### src/rtl/access_lockout_if.sv
`default_nettype none
// +--------------------------------------------------------------------------+
// | Module  : access_lockout_if                                               |
// | Brief   : Check request / status bundle for the access lockout block.     |
// | Revision: 1.0                                                             |
// +--------------------------------------------------------------------------+
interface access_lockout_if;
    logic       i_check;
    logic       i_match;
    logic       i_create;
    logic       o_open;
    logic       o_denied;
    logic       o_locked;
    logic       o_reject;
    logic [1:0] o_fail_cnt;

    modport master (
        output i_check, i_match, i_create,
        input  o_open, o_denied, o_locked, o_reject, o_fail_cnt
    );

    modport slave (
        input  i_check, i_match, i_create,
        output o_open, o_denied, o_locked, o_reject, o_fail_cnt
    );
endinterface
`default_nettype wire

### src/rtl/access_lockout.sv
`default_nettype none
// +--------------------------------------------------------------------------+
// | Module  : access_lockout                                                  |
// | Brief   : Password check outcome timer with consecutive-failure lockout.  |
// | Revision: 1.0                                                             |
// +--------------------------------------------------------------------------+
module access_lockout #(
    parameter int unsigned OPEN_CYCLES = 500,
    parameter int unsigned DENY_CYCLES = 250,
    parameter int unsigned LOCK_CYCLES = 2000,
    parameter int unsigned MAX_FAILS   = 3
) (
    input  wire logic         clk,
    input  wire logic         rst_n,
    access_lockout_if.slave   bus
);

    localparam logic [15:0] c_open_load = 16'(OPEN_CYCLES - 1);
    localparam logic [15:0] c_deny_load = 16'(DENY_CYCLES - 1);
    localparam logic [15:0] c_lock_load = 16'(LOCK_CYCLES - 1);
    localparam logic [2:0]  c_max_fails = 3'(MAX_FAILS);

    typedef enum logic [1:0] {
        IDLE   = 2'd0,
        OPEN_S = 2'd1,
        DENY_S = 2'd2,
        LOCK_S = 2'd3
    } state_t;

    state_t      state_q, state_d;
    logic [15:0] timer_q, timer_d;
    logic [1:0]  fail_cnt_q, fail_cnt_d;
    logic        open_q, open_d;
    logic        denied_q, denied_d;
    logic        locked_q, locked_d;
    logic        reject_q, reject_d;

    always_ff @(posedge clk or negedge rst_n) begin
        if (!rst_n) begin
            state_q    <= IDLE;
            timer_q    <= 16'd0;
            fail_cnt_q <= 2'd0;
            open_q     <= 1'b0;
            denied_q   <= 1'b0;
            locked_q   <= 1'b0;
            reject_q   <= 1'b0;
        end else begin
            state_q    <= state_d;
            timer_q    <= timer_d;
            fail_cnt_q <= fail_cnt_d;
            open_q     <= open_d;
            denied_q   <= denied_d;
            locked_q   <= locked_d;
            reject_q   <= reject_d;
        end
    end

    always_comb begin
        state_d    = state_q;
        timer_d    = timer_q;
        fail_cnt_d = fail_cnt_q;
        reject_d   = 1'b0;

        case (state_q)
            IDLE: begin
                // Create mode suppresses evaluation entirely, including REJECT.
                if (bus.i_check && !bus.i_create) begin
                    if (bus.i_match) begin
                        state_d    = OPEN_S;
                        timer_d    = c_open_load;
                        fail_cnt_d = 2'd0;
                    end else if (({1'b0, fail_cnt_q} + 3'd1) < c_max_fails) begin
                        state_d    = DENY_S;
                        timer_d    = c_deny_load;
                        fail_cnt_d = fail_cnt_q + 2'd1;
                    end else begin
                        state_d    = LOCK_S;
                        timer_d    = c_lock_load;
                        fail_cnt_d = c_max_fails[1:0];
                    end
                end
            end

            OPEN_S, DENY_S, LOCK_S: begin
                // Busy through the final cycle, so a CHECK there is rejected too.
                reject_d = bus.i_check;
                if (timer_q == 16'd0) begin
                    state_d = IDLE;
                    if (state_q == LOCK_S) begin
                        fail_cnt_d = 2'd0;
                    end
                end else begin
                    timer_d = timer_q - 16'd1;
                end
            end

            default: begin
                state_d = IDLE;
            end
        endcase

        open_d   = (state_d == OPEN_S);
        denied_d = (state_d == DENY_S);
        locked_d = (state_d == LOCK_S);
    end

    assign bus.o_open     = open_q;
    assign bus.o_denied   = denied_q;
    assign bus.o_locked   = locked_q;
    assign bus.o_reject   = reject_q;
    assign bus.o_fail_cnt = fail_cnt_q;

endmodule
`default_nettype wire

### src/flat_wrapper.sv
// flat-port wrapper written by rule: the top's interface ports become plain ports
module access_lockout_flat 
#(
    parameter int unsigned OPEN_CYCLES = 500,
    parameter int unsigned DENY_CYCLES = 250,
    parameter int unsigned LOCK_CYCLES = 2000,
    parameter int unsigned MAX_FAILS   = 3
)
  (clk, rst_n, bus_i_check, bus_i_match, bus_i_create, bus_o_open, bus_o_denied, bus_o_locked, bus_o_reject, bus_o_fail_cnt);
  access_lockout_if bus_i ();
  input  wire logic clk;
  input  wire logic rst_n;
  input wire logic [$bits(bus_i.i_check)-1:0] bus_i_check;
  input wire logic [$bits(bus_i.i_match)-1:0] bus_i_match;
  input wire logic [$bits(bus_i.i_create)-1:0] bus_i_create;
  output wire logic [$bits(bus_i.o_open)-1:0] bus_o_open;
  output wire logic [$bits(bus_i.o_denied)-1:0] bus_o_denied;
  output wire logic [$bits(bus_i.o_locked)-1:0] bus_o_locked;
  output wire logic [$bits(bus_i.o_reject)-1:0] bus_o_reject;
  output wire logic [$bits(bus_i.o_fail_cnt)-1:0] bus_o_fail_cnt;
  assign bus_i.i_check = bus_i_check;
  assign bus_i.i_match = bus_i_match;
  assign bus_i.i_create = bus_i_create;
  assign bus_o_open = bus_i.o_open;
  assign bus_o_denied = bus_i.o_denied;
  assign bus_o_locked = bus_i.o_locked;
  assign bus_o_reject = bus_i.o_reject;
  assign bus_o_fail_cnt = bus_i.o_fail_cnt;
  access_lockout #(.OPEN_CYCLES(OPEN_CYCLES), .DENY_CYCLES(DENY_CYCLES), .LOCK_CYCLES(LOCK_CYCLES), .MAX_FAILS(MAX_FAILS)) u_core (.clk(clk), .rst_n(rst_n), .bus(bus_i));
endmodule
### config.mk
export PLATFORM = sky130hd
export DESIGN_NAME = access_lockout_flat
export DESIGN_NICKNAME = d
export VERILOG_FILES = /design/src/rtl/access_lockout_if.sv /design/src/rtl/access_lockout.sv /design/src/flat_wrapper.sv
export SDC_FILE = /design/constraint.sdc
export NUM_CORES = 1
export LEC_CHECK = 0
export CAP_MARGIN = 10
export CELL_PAD_IN_SITES_DETAIL_PLACEMENT = 0
export CELL_PAD_IN_SITES_GLOBAL_PLACEMENT = 2
export CORE_MARGIN = 5
export CORE_UTILIZATION = 30
export CTS_BUF_LIST = sky130_fd_sc_hd__clkbuf_8 sky130_fd_sc_hd__clkbuf_16
export CTS_CLUSTER_SIZE = 12
export DETAILED_ROUTE_END_ITERATION = 8
export GPL_ROUTABILITY_DRIVEN = 0
export GPL_TIMING_DRIVEN = 0
export PLACE_DENSITY_LB_ADDON = 0.1
export SYNTH_ARGS = -nofsm -noshare
export SYNTH_HDL_FRONTEND = slang
export SYNTH_SLANG_ARGS = --single-unit
### constraint.sdc
create_clock -name clk -period 2.8 [get_ports clk]
set_input_delay 0.42 -clock clk [delete_from_list [all_inputs] [get_ports clk]]
set_output_delay 0.42 -clock clk [all_outputs]
set_load 0.005 [all_outputs]
Word level (Yosys, flattened, before mapping) --
Cells that the tools add are included. W data, S select, Z words.
Operators by class: $add $sub $neg 3, magnitude comparators 1, equality and inequality tests 10, muxes and demuxes 17, reduce and logical (&&, ||, !) cells 7
Operators by type and width (count):
- $mux W16 | 3
- $pmux W16 S2 | 1
- $logic_not A16 Y1 | 1
- $mux W2 | 8
- $sub A16 B1 Y16 const B | 1
- $mux W11 | 1
- $eq A2 B2 Y1 const B | 4
- $pmux W2 S2 | 2
- $ne A2 B1 Y1 const B | 3
- $eq A2 B1 Y1 const B | 2
- $add A2 B1 Y3 const B | 1
- $lt A3 B2 Y1 const B | 1
- $reduce_and A3 Y1 | 1
- $reduce_or A3 Y1 | 1
- $add A2 B1 Y2 const B | 1
- $logic_not A2 Y1 | 1
- $mux W1 | 2
- $ne A2 B2 Y1 const B | 1
- $reduce_and A2 Y1 | 1
- $logic_and A1 B1 Y1 | 1
- $logic_not A1 Y1 | 1
Storage, ports and cells: register bits after elaboration 24, input bits 5

Depth between registers and ports, before layout --
Gate-level depths: netlist of run 1.
depth in word-level cells 7, mapped depth 8, gate-level depth less buffers 6

Worst setup path after synthesis of run 1 --
Ideal clock, no wire load.
path type register -> register, start register u_core.timer_q[0], end register u_core.fail_cnt_q[0], in the netlist u_core.bus.o_fail_cnt[0], setup time 128 ps, arrival 2295 ps, setup slack 377 ps, stages on the path, launching flop included 8, buffers on the path 1, path through dfrtp_1 inv_1 ha_1 or4b_1 or4_1 buf_2 a211oi_2 mux2_1
On the way: longest elaborated chain between the ends 3
Ends and longest elaborated chain:
- from (decl) | RTL line access_lockout.sv:31 | logic [15:0] timer_q, timer_d;
- from (signal assigned) | RTL line access_lockout.sv:49 | timer_q <= timer_d;
- $logic_not A16 Y1 | RTL line access_lockout.sv:87 | if (timer_q == 16'd0) begin
- $ne A2 B1 Y1 (no source line)
- $reduce_and A3 Y1 (no source line)
- to (signal assigned) | RTL line access_lockout.sv:50 | fail_cnt_q <= fail_cnt_d;
- to (decl) | RTL line access_lockout.sv:32 | logic [1:0] fail_cnt_q, fail_cnt_d;
Every way passes these cells. A chain may end at the register's enable or synchronous reset.

Final worst setup path of run 1 --
Same ends and word-level chain as after synthesis.

==> metrics.txt, run 1 <==
nature of the critical path startpoint register; gr usage total 0.137; synth warn 0; Leak 0.000669 uW; cts bufs inserted 3; Max Transition Viols Final 0; register area share after synthesis 0.409; largest cells by area after synthesis dfrtp_1, ha_1, or4_1; Clock transition at path regs 0.09 ns; total grt overflow 0; ANT cells 0; final hold vios 0; CP Capture Type register; pwr/cell area 950 mW/mm2; Final setup violation count 0; cts hold-fix bufs 0; maximum clock rate 375 MHz; Vias/cell 5.63; Tcrit/Tclk final 0.954; DP Wirelength 3070 um; Cells after DPL 235; CTS sink cnt 24; Cells after Synth 158; Least-Margin Pin Slew 0.983 ns; initial antenna violation count 0; post-CTS setup buffers 0; setup TNS 0 ns; share of cells above drive strength 1 0.0694; syn_area_per_cell 9.29 um2; wire per inst 17.5 um; post-synth top area cell dfrtp_1; Mapped Nets 168; Netlist Area Pre-Place 0.00147 mm2; Non-Filler Instances 240; final WL 4190 um; Final Skew 0.00501 ns; via count 1,351; Area Growth Syn to Fin 19.0%; RSZ-0062 raised after global routing false; site row count 25; CP startpoint u_core.timer_q[0]; clk_lat worst skew 0.27 ns; Die Ht 79.9 um; Hold Path Class in2async; Arr. time, crit path 2.83 ns; DRC Markers 0; final worst path period need 2.67 ns; critical path fanouts, max 6; global-route wire length before repair 6850 um; FF-to-FF setup slack 0.13 ns; Port Buffer Count 10; final hold slack 0.524 ns; TritonCTS clock tree built; Die ar. 0.00639 mm2; fin worst setup slack 0.130 ns; Final nets 184; critical path type reg2reg; Initial Utilization 0.311; Die Wd 79.9 um; Final ANT Viol Nets 0; htree depth 1; clk buf depth 2; synthesized flop and latch total 24; slew margin rel. 0.336; vias in the first global route 1,358; Yosys cell types 42; CTS Root Cell clkbuf_8; FF-to-FF Start u_core.timer_q[0]; Top Ports 11; area share of the largest cell type after synthesis 0.409; DRT iter0 DRCs 95; dpl ws 0.117 ns; Max-Cap Viols 0; Total Power 1660 uW; Max rail drop VDD 315 uV; largest net degree at the start of global routing 25; iteration count of the initial detailed-routing pass 4; outcome completed; Data required, critical path 2.96 ns; core area 0.00472 mm2
## worst max-delay path, stage by stage (launching register included)
cell,delay [ns]
dfrtp_1,0.40
inv_1,0.13
ha_1,0.18
or4b_1,0.52
or4_1,0.50
buf_2,0.19
a211oi_2,0.31
mux2_1,0.35
## synthesized netlist by cell type (all sizes together)
cell and instances:
nand2 9, a2bb2oi 2, nand3 7, o31ai 5, a211o 1, or4 8, a22oi 2, or4b 1
ha 5, nor4 7, and2 1, nand2b 6, or3 2, nand4 3, buf 2, mux2 2
and3b 1, o211ai 2, a31oi 2, clkbuf 4, a32o 1, o41ai 1, dfrtp 24, a211oi 4
o41a 1, a21oi 4, nor2b 3, o21ai 9, a22o 1, nor4b 2, mux2i 4, a2111o 1
nor2 11, nand3b 2, nor3 6, a21boi 3, inv 9
## power breakdown
part | leakage [uW] | switching (uW) | total [uW] | internal [uW]
logic | 0.000340 | 417 | 737 | 320
registers | 0.000294 | 142 | 609 | 467
clock network | 0.0000357 | 121 | 312 | 191
## flip-flops by register name, indices dropped and copies added, names as in the netlist
signal                 count
u_core.timer_q            16
u_core.state_q             2
u_core.bus.o_locked        1
u_core.bus.o_reject        1
u_core.bus.o_open          1
u_core.bus.o_denied        1
u_core.bus.o_fail_cnt      2
## cell usage in the layout (no fill, tap or decap), drive strengths merged, types with 4 or more instances in the layout
| cell | synthesis | layout |
|---|---|---|
| or4 | 8 | 8 |
| a211oi | 4 | 4 |
| inv | 9 | 9 |
| nand2b | 6 | 6 |
| o31ai | 5 | 5 |
| a21oi | 4 | 4 |
| nor4 | 7 | 7 |
| clkdlybuf4s50 | 0 | 10 |
| clkbuf | 4 | 7 |
| mux2i | 4 | 4 |
| nand2 | 9 | 9 |
| nor3 | 6 | 6 |
| nor2 | 11 | 11 |
| nand3 | 7 | 7 |
| o21ai | 9 | 9 |
| dfrtp | 24 | 24 |
| ha | 5 | 5 |
## kinds of logic (layout without fill, tap and decap cells)
logic type               Yosys count  count (layout)  synth area share
AND/OR/NAND/NOR                   69              69             0.272
multiplexers                       6               6            0.0426
buffers and inverters             15              30            0.0401
flip-flops                        24              24             0.409
AO/OA/AOI/OAI                     39              39             0.194
adder cells (fa/ha/maj)            5               5            0.0426
## repair_timing
item                                    in CTS  in global routing
endpoints found under the hold margin        0                  0
endpoints found under the setup margin       0                 10
gates resized for setup                      0                  1
## routing by layer
metal,track usage,share of wire,vias up
met5,0,0,-
met2,0.222,0.47,55
met3,0.0192,0.054,4
li1,-,-,639
met4,0.0422,0.0072,0
met1,0.188,0.47,653
## path summary, 6_finish.rpt
kind                                       endpoint  depth (start not counted)
setup / recovery           u_core.bus.o_fail_cnt[0]                          7
hold / removal                   u_core.timer_q[10]                          1
setup reg to reg           u_core.bus.o_fail_cnt[0]                          7
hold reg to reg                   u_core.timer_q[1]                          1
max in group asynchronous         u_core.timer_q[0]                          2
min in group clk                  u_core.timer_q[1]                          1
## final cells by class
type | instances | area (um2)
plain buffers | 6 | 25.0
clock buffers | 3 | 41.3
clock inverters | 1 | 30.0
fillers | 500 | 2980
inverters | 9 | 33.8
multi-input cells | 119 | 817
flip-flops and latches | 24 | 601
well taps | 67 | 83.8
repair buffers | 11 | 115
## stage by stage
stage / utilization / cell area [um2]
3_5_place_dp: 0.350 / 1650
2_1_floorplan: - / 1470
5_1_grt: 0.370 / 1750
3_3_place_gp: 0.350 / 1650
4_1_cts: 0.365 / 1720
6_report: 0.370 / 1750
Note: power is estimated with default switching activity, not from simulation.
==> run 2, diff against run 1 <==
CAP_MARGIN = 15   (was 10)
CTS_CLUSTER_SIZE = not set   (was 12)
==> results of run 2 <==
Same layout as run 1: the final DEF is identical, and so are final timing and power.
==> run 3, diff against run 2 <==
CORE_UTILIZATION = 36   (was 30)
==> run 3 against run 2 <==
  * Routed wire length shrank 6.0%
  * Via count shrank 2.3%
  * Combinational power shrank 2%
  * Register-to-register slack gained 0.02 ns
  * Hold slack gained 0.019 ns
  * Clock skew shrank 0.0026 ns
  * Clock-buffer cell count grew 1
  * Cell count shrank 7.1%
  * Core utilization grew 6.1 points
  * Critical endpoint unchanged
  * Largest cell class unchanged
==> metrics.txt, run 3 (synthesized netlist as in run 1, its figures left out) <==
outcome completed; Area Growth Syn to Fin 16.5%; Final Skew 0.00243 ns (-0.00258 ns); Initial Utilization 0.370 (+0.0588); CTS Root Cell clkbuf_8; iteration count of the initial detailed-routing pass 4 (unchanged); Total Power 1570 uW (-5.4%); wire per inst 17.7 um (+1.2%); final WL 3940 um (-6.0%); commonest non-fill, non-tap cell in the layout dfrtp_1; maximum clock rate 377 MHz (+0.59%); dpl ws 0.125 ns (+0.00853 ns); Max-Cap Viols 0 (unchanged); P_int 913 uW (-6.7%); Clock transition at path regs 0.09 ns (about the same); slew margin rel. 0.315 (-0.0206); Die ar. 0.00545 mm2 (-15%); nature of the critical path startpoint register; sequential share of power 0.386 (+0.019); total grt overflow 0 (unchanged); post-CTS setup buffers 0 (unchanged); fin worst setup slack 0.146 ns (+0.0156 ns); Max Transition Viols Final 0 (unchanged); core area 0.00397 mm2 (-16%); DRC Markers 0 (unchanged); htree depth 1 (unchanged); Cells after DPL 218 (-7.2%); Max rail drop VDD 388 uV (+23%); Final nets 184 (unchanged); vias in the first global route 1,340 (-1.3%); final hold vios 0 (unchanged); critical path type reg2reg; Least-Margin Pin Slew 1.01 ns (+0.0305 ns); DP Wirelength 2880 um (-6.3%); Final ANT Viol Nets 0 (unchanged); max FFs per register 16 (unchanged); RSZ-0062 raised after global routing false; initial antenna violation count 0 (unchanged); via count 1,320 (-2.3%); Data required, critical path 2.96 ns (about the same); Net Sw Frac 0.418 (+0.00771); largest net degree at the start of global routing 25 (unchanged); Vias/cell 5.92 (+5.2%); DRT iter0 DRCs 102 (+7.4%); Top Ports 11 (unchanged); clk_lat worst skew 0.27 ns (about the same); Die Wd 73.9 um (-7.6%); Arr. time, crit path 2.81 ns (-0.02 ns); Tcrit/Tclk final 0.948 (-0.00558); # resized after CTS 0 (unchanged); cts bufs inserted 3 (unchanged); gr usage total 0.156 (+0.0186); setup TNS 0 ns (unchanged); Comb pwr share 0.459 (+0.015); pwr/cell area 918 mW/mm2 (-3.3%); Psw 656 uW (-3.6%); cts hold-fix bufs 0 (unchanged); final worst path period need 2.65 ns (-0.0156 ns); global-route wire length before repair 6540 um (-4.5%); critical path fanouts, max 6 (unchanged); Largest Register u_core.timer_q; most frequent cells in the layout dfrtp_1, nor2_1, clkdlybuf4s50_1; ANT cells 0 (unchanged); TritonCTS clock tree built; CP Capture Type register; final hold slack 0.543 ns (+0.0195 ns); Leak 0.000662 uW (-1.0%); Die Ht 73.9 um (-7.6%); Non-Filler Instances 223 (-7.1%); CTS sink cnt 24 (unchanged); site row count 23 (-8.0%); share of cells above drive strength 1 0.0694 (unchanged); Final setup violation count 0 (unchanged); Clock power frac 0.155 (-0.033); Port Buffer Count 10 (unchanged); clk buf depth 2 (unchanged); Hold Path Class in2async
==> run 3: changes by cell type in the layout (fill, tap and decap cells not counted), sizes merged <==
cell / before / now
clkbuf: 7 / 8
bufinv: 1 / 0
==> run 3: power groups by stage <==
stage	logic (uW)	registers [uW]	clock network [uW]
floorplan	505	574	0
global placement	704	603	0
detailed placement	711	606	0
CTS	715	599	250
global route	802	623	272
finish	719	605	244
==> run 3: final timing paths <==
path,depth (start not counted),end,slack [ns],from
max in group asynchronous,2,u_core.state_q[0],1.74,rst_n
setup reg to reg,7,u_core.bus.o_fail_cnt[0],0.15,u_core.timer_q[0]
hold / removal,1,u_core.timer_q[14],0.54,rst_n
setup / recovery,7,u_core.bus.o_fail_cnt[0],0.15,u_core.timer_q[0]
hold reg to reg,1,u_core.bus.o_fail_cnt[0],0.56,u_core.bus.o_fail_cnt[0]
min in group clk,1,u_core.bus.o_fail_cnt[0],0.56,u_core.bus.o_fail_cnt[0]
==> run 3: layout make-up <==
cell class                      instances  area (um2)
Multi-Input combinational cell        119         817
Inverter                                9        33.8
Fill cell                             399        2260
Tap cell                               50        62.6
Buffer                                  6        25.0
Timing Repair Buffer                   11         115
Sequential cell                        24         601
Clock buffer                            4        55.1
==> run 3: layer usage <==
layer,vias up,GRT usage,share of wire
li1,634,-,-
met1,653,0.215,0.49
met2,31,0.251,0.46
met3,2,0.0260,0.044
met4,0,0.0423,0.0048
met5,-,0,0
==> run 3: through the flow <==
stage | utilization | cell area [um2]
after floorplan | - | 1470
after global placement | 0.411 | 1630
after detailed placement | 0.411 | 1630
after CTS | 0.424 | 1690
after global routing | 0.430 | 1710
final | 0.430 | 1710
==> run 3: worst max-delay path: stages, from the launching register on <==
cell	delay [ns]
dfrtp_1	0.40
inv_1	0.13
ha_1	0.17
or4b_1	0.52
or4_1	0.50
buf_2	0.19
a211oi_2	0.29
mux2_1	0.35
